File: src/rtl/flappy_frame_sequencer.sv
// Flappy Bird per-frame controller: game state plus a WAIT/BIRD/PIPE/CHECK
// sequence that updates bird physics, pipe scroll and collision/score.
module flappy_frame_sequencer #(
  parameter int BIRD_X     = 144,
  parameter int START_Y    = 320,
  parameter int BIRD_SIZE  = 16,
  parameter int GROUND_Y   = 440,
  parameter int GRAV       = 1,
  parameter int MAX_FALL   = 8,
  parameter int FLAP_VEL   = 6,
  parameter int PIPE_START = 640,
  parameter int PIPE_W     = 52,
  parameter int PIPE_SPEED = 2,
  parameter int PIPE_GAP   = 120
) (
  input  logic       i_Clk,
  input  logic       i_Reset,
  input  logic       i_Frame_Tick,
  input  logic       i_Start,
  input  logic       i_Flap_Button,
  input  logic       i_Ack,
  input  logic [9:0] i_Gap_Y_In,
  output logic [9:0] o_XBird,
  output logic [9:0] o_YBird,
  output logic [9:0] o_Pipe_X,
  output logic [9:0] o_Gap_Y,
  output logic [7:0] o_Score,
  output logic       o_Gap_Req,
  output logic       o_Overrun,
  output logic       o_q_I,
  output logic       o_q_Play,
  output logic       o_q_Lost
);

  // state  | meaning
  // IDLE   | waiting for Start, outputs at reset values
  // PLAY   | game running, phase steps once per Frame_Tick
  // LOST   | positions and score frozen until Ack
  typedef enum logic [1:0] {S_IDLE, S_PLAY, S_LOST} state_t;
  typedef enum logic [1:0] {P_WAIT, P_BIRD, P_PIPE, P_CHECK} phase_t;

  localparam logic [9:0]         C_START_Y    = 10'(START_Y);
  localparam logic [9:0]         C_PIPE_START = 10'(PIPE_START);
  localparam logic [9:0]         C_PIPE_SPEED = 10'(PIPE_SPEED);
  localparam logic signed [6:0]  C_GRAV       = 7'(GRAV);
  localparam logic signed [6:0]  C_MAX_FALL   = 7'(MAX_FALL);
  localparam logic signed [5:0]  C_FLAP_NEG   = 6'(-FLAP_VEL);
  localparam logic [11:0]        C_BIRD_X     = 12'(BIRD_X);
  localparam logic [11:0]        C_BIRD_SIZE  = 12'(BIRD_SIZE);
  localparam logic [11:0]        C_GROUND_Y   = 12'(GROUND_Y);
  localparam logic [11:0]        C_PIPE_W     = 12'(PIPE_W);
  localparam logic [11:0]        C_PIPE_GAP   = 12'(PIPE_GAP);
  localparam logic signed [11:0] C_Y_MAX      = 12'sd1023;

  state_t            r_state, w_state_nxt;
  phase_t            r_phase, w_phase_nxt;
  logic [9:0]        r_ybird, w_ybird_nxt;
  logic signed [5:0] r_vel, w_vel_nxt;
  logic [9:0]        r_pipe_x, w_pipe_x_nxt;
  logic [9:0]        r_gap_y, w_gap_y_nxt;
  logic [7:0]        r_score, w_score_nxt;
  logic              r_passed, w_passed_nxt;
  logic              r_flap_pend, w_flap_pend_nxt;
  logic              r_flap_prev;
  logic              r_gap_req, w_gap_req_nxt;
  logic              r_overrun, w_overrun_nxt;

  logic               w_flap_rise;
  logic signed [6:0]  w_vel_inc;
  logic signed [5:0]  w_vel_bird;
  logic signed [11:0] w_y_sum;
  logic [11:0]        w_y_bot;
  logic [11:0]        w_px_right;
  logic [11:0]        w_gap_bot;
  logic               w_hit_ground;
  logic               w_hit_pipe;

  assign w_flap_rise = i_Flap_Button & ~r_flap_prev;
  assign w_vel_inc   = {r_vel[5], r_vel} + C_GRAV;
  assign w_vel_bird  = r_flap_pend ? C_FLAP_NEG :
                       (w_vel_inc > C_MAX_FALL) ? C_MAX_FALL[5:0] : w_vel_inc[5:0];
  assign w_y_sum     = $signed({2'b00, r_ybird}) + $signed({{6{w_vel_bird[5]}}, w_vel_bird});

  // Collision terms see the values written back by the BIRD and PIPE phases.
  assign w_y_bot      = {2'b00, r_ybird} + C_BIRD_SIZE;
  assign w_px_right   = {2'b00, r_pipe_x} + C_PIPE_W;
  assign w_gap_bot    = {2'b00, r_gap_y} + C_PIPE_GAP;
  assign w_hit_ground = (w_y_bot >= C_GROUND_Y);
  assign w_hit_pipe   = ({2'b00, r_pipe_x} < (C_BIRD_X + C_BIRD_SIZE)) &&
                        (w_px_right > C_BIRD_X) &&
                        ((r_ybird < r_gap_y) || (w_y_bot > w_gap_bot));

  always_comb begin
    w_state_nxt     = r_state;
    w_phase_nxt     = r_phase;
    w_ybird_nxt     = r_ybird;
    w_vel_nxt       = r_vel;
    w_pipe_x_nxt    = r_pipe_x;
    w_gap_y_nxt     = r_gap_y;
    w_score_nxt     = r_score;
    w_passed_nxt    = r_passed;
    w_flap_pend_nxt = r_flap_pend;
    w_gap_req_nxt   = 1'b0;
    w_overrun_nxt   = r_overrun;

    case (r_state)
      S_IDLE: begin
        if (i_Start) begin
          w_state_nxt   = S_PLAY;
          w_gap_y_nxt   = i_Gap_Y_In;
          w_gap_req_nxt = 1'b1;
        end
      end

      S_PLAY: begin
        if (i_Frame_Tick && (r_phase != P_WAIT)) w_overrun_nxt = 1'b1;
        if (w_flap_rise) w_flap_pend_nxt = 1'b1;
        case (r_phase)
          P_WAIT: begin
            if (i_Frame_Tick) w_phase_nxt = P_BIRD;
          end
          P_BIRD: begin
            w_phase_nxt     = P_PIPE;
            w_flap_pend_nxt = w_flap_rise;
            if (w_y_sum < 12'sd0) begin
              w_ybird_nxt = 10'd0;
              w_vel_nxt   = 6'sd0;
            end else begin
              w_ybird_nxt = (w_y_sum > C_Y_MAX) ? 10'd1023 : w_y_sum[9:0];
              w_vel_nxt   = w_vel_bird;
            end
          end
          P_PIPE: begin
            w_phase_nxt = P_CHECK;
            if (r_pipe_x < C_PIPE_SPEED) begin
              w_pipe_x_nxt  = C_PIPE_START;
              w_gap_y_nxt   = i_Gap_Y_In;
              w_gap_req_nxt = 1'b1;
              w_passed_nxt  = 1'b0;
            end else begin
              w_pipe_x_nxt = r_pipe_x - C_PIPE_SPEED;
            end
          end
          default: begin
            w_phase_nxt = P_WAIT;
            if (w_hit_ground || w_hit_pipe) begin
              w_state_nxt = S_LOST;
            end else if (!r_passed && (w_px_right < C_BIRD_X)) begin
              w_score_nxt  = (r_score == 8'hFF) ? r_score : r_score + 8'd1;
              w_passed_nxt = 1'b1;
            end
          end
        endcase
      end

      S_LOST: begin
        if (i_Ack) begin
          w_state_nxt     = S_IDLE;
          w_phase_nxt     = P_WAIT;
          w_ybird_nxt     = C_START_Y;
          w_vel_nxt       = 6'sd0;
          w_pipe_x_nxt    = C_PIPE_START;
          w_gap_y_nxt     = 10'd0;
          w_score_nxt     = 8'd0;
          w_passed_nxt    = 1'b0;
          w_flap_pend_nxt = 1'b0;
        end
      end

      default: w_state_nxt = S_IDLE;
    endcase
  end

  always_ff @(posedge i_Clk) begin
    if (!i_Reset) begin
      r_state     <= S_IDLE;
      r_phase     <= P_WAIT;
      r_ybird     <= C_START_Y;
      r_vel       <= 6'sd0;
      r_pipe_x    <= C_PIPE_START;
      r_gap_y     <= 10'd0;
      r_score     <= 8'd0;
      r_passed    <= 1'b0;
      r_flap_pend <= 1'b0;
      r_flap_prev <= 1'b0;
      r_gap_req   <= 1'b0;
      r_overrun   <= 1'b0;
    end else begin
      r_state     <= w_state_nxt;
      r_phase     <= w_phase_nxt;
      r_ybird     <= w_ybird_nxt;
      r_vel       <= w_vel_nxt;
      r_pipe_x    <= w_pipe_x_nxt;
      r_gap_y     <= w_gap_y_nxt;
      r_score     <= w_score_nxt;
      r_passed    <= w_passed_nxt;
      r_flap_pend <= w_flap_pend_nxt;
      r_flap_prev <= i_Flap_Button;
      r_gap_req   <= w_gap_req_nxt;
      r_overrun   <= w_overrun_nxt;
    end
  end

  assign o_XBird   = 10'(BIRD_X);
  assign o_YBird   = r_ybird;
  assign o_Pipe_X  = r_pipe_x;
  assign o_Gap_Y   = r_gap_y;
  assign o_Score   = r_score;
  assign o_Gap_Req = r_gap_req;
  assign o_Overrun = r_overrun;
  assign o_q_I     = (r_state == S_IDLE);
  assign o_q_Play  = (r_state == S_PLAY);
  assign o_q_Lost  = (r_state == S_LOST);

endmodule

File: config.mk
export PLATFORM = sky130hd
export DESIGN_NAME = flappy_frame_sequencer
export DESIGN_NICKNAME = d
export VERILOG_FILES = /design/src/rtl/flappy_frame_sequencer.sv
export SDC_FILE = /design/constraint.sdc
export NUM_CORES = 1
export LEC_CHECK = 0
export BUFFER_PORTS_ARGS = -buffer_cell sky130_fd_sc_hd__buf_2
export CAP_MARGIN = 40
export CELL_PAD_IN_SITES_DETAIL_PLACEMENT = 0
export CELL_PAD_IN_SITES_GLOBAL_PLACEMENT = 1
export CORE_ASPECT_RATIO = 1.1
export CORE_MARGIN = 2
export CORE_UTILIZATION = 24
export CTS_CLUSTER_DIAMETER = 120
export DETAILED_ROUTE_END_ITERATION = 16
export PLACE_DENSITY = 0.59
export SYNTH_ARGS = -nofsm -noshare
export SYNTH_HDL_FRONTEND = slang
export SYNTH_SLANG_ARGS = --single-unit
File: constraint.sdc
create_clock -name i_Clk -period 4.5 [get_ports i_Clk]
set_input_delay 0.45 -clock i_Clk [delete_from_list [all_inputs] [get_ports i_Clk]]
set_output_delay 0.45 -clock i_Clk [all_outputs]
set_load 0.02 [all_outputs]
# Word level (Yosys, flattened, before mapping)
# Index checks and enable logic that the tools add are counted.
# totals
regBits	53
output_inout_bits	53
# classes
add_sub_neg	7
magnitude_cmp	10
n_eq_ne	21
muxes	47
bitwise	2
reduce_logical	23
# op_table
op	n
$mux 10	11
$mux 8	5
$pmux 10 s2	2
$mux 6	5
$pmux 10 s3	1
$pmux 8 s2	1
$add 11x6->12	1
$gt 12x11->1 const B	1
$lt 12x1->1 const B	1
$ne 2x2->1 const B	6
$pmux 2 s3	2
$pmux 6 s2	1
$reduce_and 3->1	4
$reduce_and 6->1	2
$add 10x5->11 const B	1
$add 10x6->11 const B	1
$add 10x7->11 const B	1
$ge 11x9->1 const B	1
$gt 11x11->1	1
$gt 11x8->1 const B	1
$lt 11x8->1 const B	1
$lt 10x10->1	1
$lt 10x2->1 const B	1
$lt 10x8->1 const B	1
28 further kinds	57

# Longest topological paths before layout
# depth
ltp_word	10
depth_mapped	21
mapped_depth_nobuf	21

# Worst setup path after synthesis
# No wires, ideal clock.
# synth_path
path_kind	reg-to-reg
start	reg r_vel[1]
end	reg r_ybird[2], in the netlist o_YBird[2]
t_arrival_ns	3.814
required_ns	4.424
setup_slack_ns	0.610
path_stages_with_launch	22
n_path_buf	1
path_cell_list	dfxtp_1 ha_1 nand2b_1 a21oi_1 a211o_1 o21ai_0 nand2_1 a21oi_1 inv_1 ha_1 a21oi_1 nor2b_1 a31oi_1 o21ai_0 a21o_1 a21o_1 a21o_1 ha_1 nor2_1 clkbuf_1 o21ai_0 a21boi_0
# synth_via
elab_chain_cells	10
# synth_lines
element	line	text
start, declared	58	logic signed [5:0] r_vel, w_vel_nxt;
start signal, assigned	192	r_vel <= w_vel_nxt;
$add 6x2->7 (*)	79	assign w_vel_inc = {r_vel[5], r_vel} + C_GRAV;
$gt 7x5->1	81	(w_vel_inc > C_MAX_FALL) ? C_MAX_FALL[5:0] : w_vel_inc[5:0];
$mux 6 (*)	81	
$mux 6 (*)	80	assign w_vel_bird = r_flap_pend ? C_FLAP_NEG :
$add 11x6->12 (*)	82	assign w_y_sum = $signed({2'b00, r_ybird}) + $signed({{6{w_vel_bird[5]}}, w_vel_bird});
$gt 12x11->1	129	w_ybird_nxt = (w_y_sum > C_Y_MAX) ? 10'd1023 : w_y_sum[9:0];
$mux 10	129	
$mux 10 (*)	125	if (w_y_sum < 12'sd0) begin
$mux 10 (*)	118	case (r_phase)
$pmux 10 s2 (*)	106	case (r_state)
end signal, assigned	191	r_ybird <= w_ybird_nxt;
end, declared	57	logic [9:0] r_ybird, w_ybird_nxt;
# Mark *: on every way between the ends. The rest lies on a longest branch, timed or not. The select of a mux whose other input is x is not followed.
# A chain may end at the register's enable or synchronous reset.

# Worst setup path after layout
# layout_path
start	reg r_vel[0]
end	reg r_vel[2]
# layout_via
elab_chain_cells	9
# layout_lines
element	line
$add 6x2->7 (*)	79
$gt 7x5->1	81
$mux 6 (*)	81
$mux 6 (*)	80
$add 11x6->12	82
$lt 12x1->1	125
$mux 6 (*)	125
$mux 6 (*)	118
$pmux 6 s2 (*)	106
# Marks and branches as above.

==> out/metrics.yaml <==
floorplan:
  die_h_um: 142
  die_w_um: 130
  ios: 69
  start_util_pct: 24.4
  coreArea_sq_um: 17000
  placementRows: 50
  dieArea_sq_um: 18400
critical_path:
  cp_cell_sequence: "ha_2, nand2b_1, a21oi_1, a211o_1, o21ai_0, nand2_1, a21oi_1, inv_1, ha_1, a21oi_1, nor2b_1, a31oi_2, o21ai_1, a21o_1, a21o_1, a21o_1, ha_1, nor2_1, o211ai_1, o211ai_1, o211a_1"
  critPathMaxFanout: 10
  cpPeakStageDelay_ns: 0.43
  cp.required_ns: 4.76
  start_kind: "flip-flop"
  cp-startpoint: "r_vel[0]$_SDFFE_PN0P_"
  regToRegStartpoint: "r_vel[0]$_SDFFE_PN0P_"
  critPathArrivalTime_ns: 4.32
  crit_path_top_delay_cell: "dfxtp_2"
  cp-end-kind: "flip-flop"
  critical_path_class: "flip-flop to flip-flop"
place:
  hpwl_mm: 8.43
  dp_slack_ns: 0.159
  io_buffers: 57
  gp_congestion: 0.821
route:
  wl_per_cell_um: 14.0
  dr.pass1.iters: 5
  vias_per_cell: 4.70
  drtIter0Drc: 215
  antenna_left: 0
  drt_wl_total_mm: 11.2
  drcViolationCount: 0
  num_vias: 3761
synthesis:
  synth.cell_area_sq_um: 4160
  netlist_instances: 517
  yosys.cell_types.count: 68
  yosysTopAreaCell: "dfxtp_1"
  yosysTopAreaCellShare_pct: 25.0
  synthFlopType: "dfxtp_1"
  synth_edf_count: 0
  synth.yosys.warnings: 0
  yosysSeqAreaShare_pct: 25.0
  ys_ff_latch: 52
  syn_avg_cell_area_sq_um: 8.05
  async_flop_share_pct: 0
  synth_area_leaders: "dfxtp_1 (25%), ha_1 (14%), o21ai_0 (5.1%)"
cells_and_area:
  area_delta_synth_final_pct: 15.1
  layout.cells.most_common: "buf_2"
  diodes: 0
  drive_gt1_share_pct: 15.7
  final_nets: 629
  final_cell_mix: "buf_2 (57), dfxtp_1 (50), nand2_1 (49)"
grt:
  grt_max_degree: 52
  grt_use_total_pct: 12.5
  grt_antenna_before_repair: 0
  overflow: 0
  first_global_vias: 3556
  grt_pass1_wl_mm: 18.3
power_and_ir_drop:
  p_per_area_nw_per_um2: 285
  max-vdd-ir-drop_mv: 0.140
  leakagePower_nw: 2.04
sta:
  fmax_mhz: 246
  setup_viol: 0
  worst_slack_ns: 0.439
  hold_viol_final: 0
  relSlewSlack_pct: 44.2
  rsz0062_at_grt: "false"
  finalClockSkew_ns: 0.00533
  period_needed_ns: 4.06
  setup-tns-final_ns: 0
  tightest_slew_ns: 0.838
  finalCritPeriodShare_pct: 90.3
  finalMaxSlewViolations: 0
cts:
  clock_sinks: 52
  path_clk_slew_ns: 0.07
  clock-root-buffer: "clkbuf_16"
  clk-insertion-delay-late_ns: 0.31
  cts_made_buffers: 5
  holdBufCountCts: 0
  ctsHtreeMaxLevel: 2
  clockBufferDepth: 2
  cts_tree: "yes"
hold_path:
  min_from: "i_Flap_Button"
  hp-class: "input port to flip-flop"
run:
  drv_cap: 0
status:
  status: "complete, no violations"
## worst paths after layout
path,endpoint,slack (ns),depth (start not counted)
max,r_vel[2]$_SDFFE_PN0P_,0.44,21
min,r_flap_prev$_SDFF_PN0_,0.35,2
max reg2reg,r_vel[2]$_SDFFE_PN0P_,0.44,21
min reg2reg,o_Overrun$_SDFFE_PN0P_,0.48,1
## where the power goes
part           total (mW)  switching [mW]  internal, mW
sequential          0.524          0.0366         0.487
combinational       0.422           0.263         0.159
clock               0.418           0.195         0.223
total                1.36           0.494         0.869
## cells in the mapped netlist (6+ instances only)
cell / count
nor3_1: 13
nand3_1: 29
buf_4: 12
nor2_1: 24
ha_1: 47
inv_1: 31
a31oi_1: 6
nor2b_1: 9
nand4_1: 10
xor2_1: 9
nand2_1: 49
o21ai_0: 42
dfxtp_1: 52
xnor2_1: 15
a21boi_0: 21
nand2b_1: 11
a21oi_1: 29
o211ai_1: 7
clkbuf_1: 11
and2_1: 6
## final cells by class
type,instances,area (sq um)
Tap cell,234,293
Multi-Input combinational cell,415,2860
Fill cell,1886,12200
Clock inverter,1,7.51
Timing Repair Buffer,60,320
Inverter,31,116
Sequential cell,52,1040
Clock buffer,7,143
## repair_timing
action | CTS | global route
setup endpoints to repair | 0 | 14
resized for setup | 0 | 5
buffers inserted | 0 | 0
endpoints found under the hold margin | 0 | 0
## cells by family after synthesis
| group | share of synthesized area [%] |
|---|---|
| muxes | 0.842 |
| DFF | 25.0 |
| other | 0.181 |
| xor gates and xnor gates | 5.05 |
| AOI/OAI and AO/OA | 23.5 |
| and+or+nand+nor | 23.6 |
| adders and majority gates | 14.6 |
| buffers and inverters | 7.16 |
## per-stage QoR
step                      util (%)  hold WS (ns)  area (sq um)  instances  power [mW]
after floorplan                  -         0.475          4190        526       0.854
after global placement        27.1         0.453          4610        791       0.954
after detailed placement      27.2         0.454          4630        792       0.958
after CTS                     28.1         0.342          4780        800        1.39
after global routing          28.1         0.356          4790        800        1.46
final                         28.1         0.350          4790        800        1.36
## worst max-delay path, delay by kind of cell (launching register included)
kind,cells,cell delay (ns)
AO/OA/AOI/OAI,13,2.18
adder cells (fa/ha/maj),3,0.83
AND/OR/NAND/NOR,4,0.47
flip-flops,1,0.43
buffers and inverters,1,0.09
## registers in the layout, indices dropped and copies added, names as in the netlist, 2 cells and up
register,count
o_Score,8
o_Pipe_X,9
r_phase,2
r_vel,6
r_state,2
o_YBird,10
o_Gap_Y,10
## layer usage
layer  part of all wire [%]  vias up  GRT usage (%)
met5                      0        -              0
met4                    1.5        0           4.58
met3                    3.1        8           2.11
met2                     48       58           21.1
met1                     48     1764           16.0
li1                       -     1931              -
Note: power is estimated with default switching activity, not from simulation.
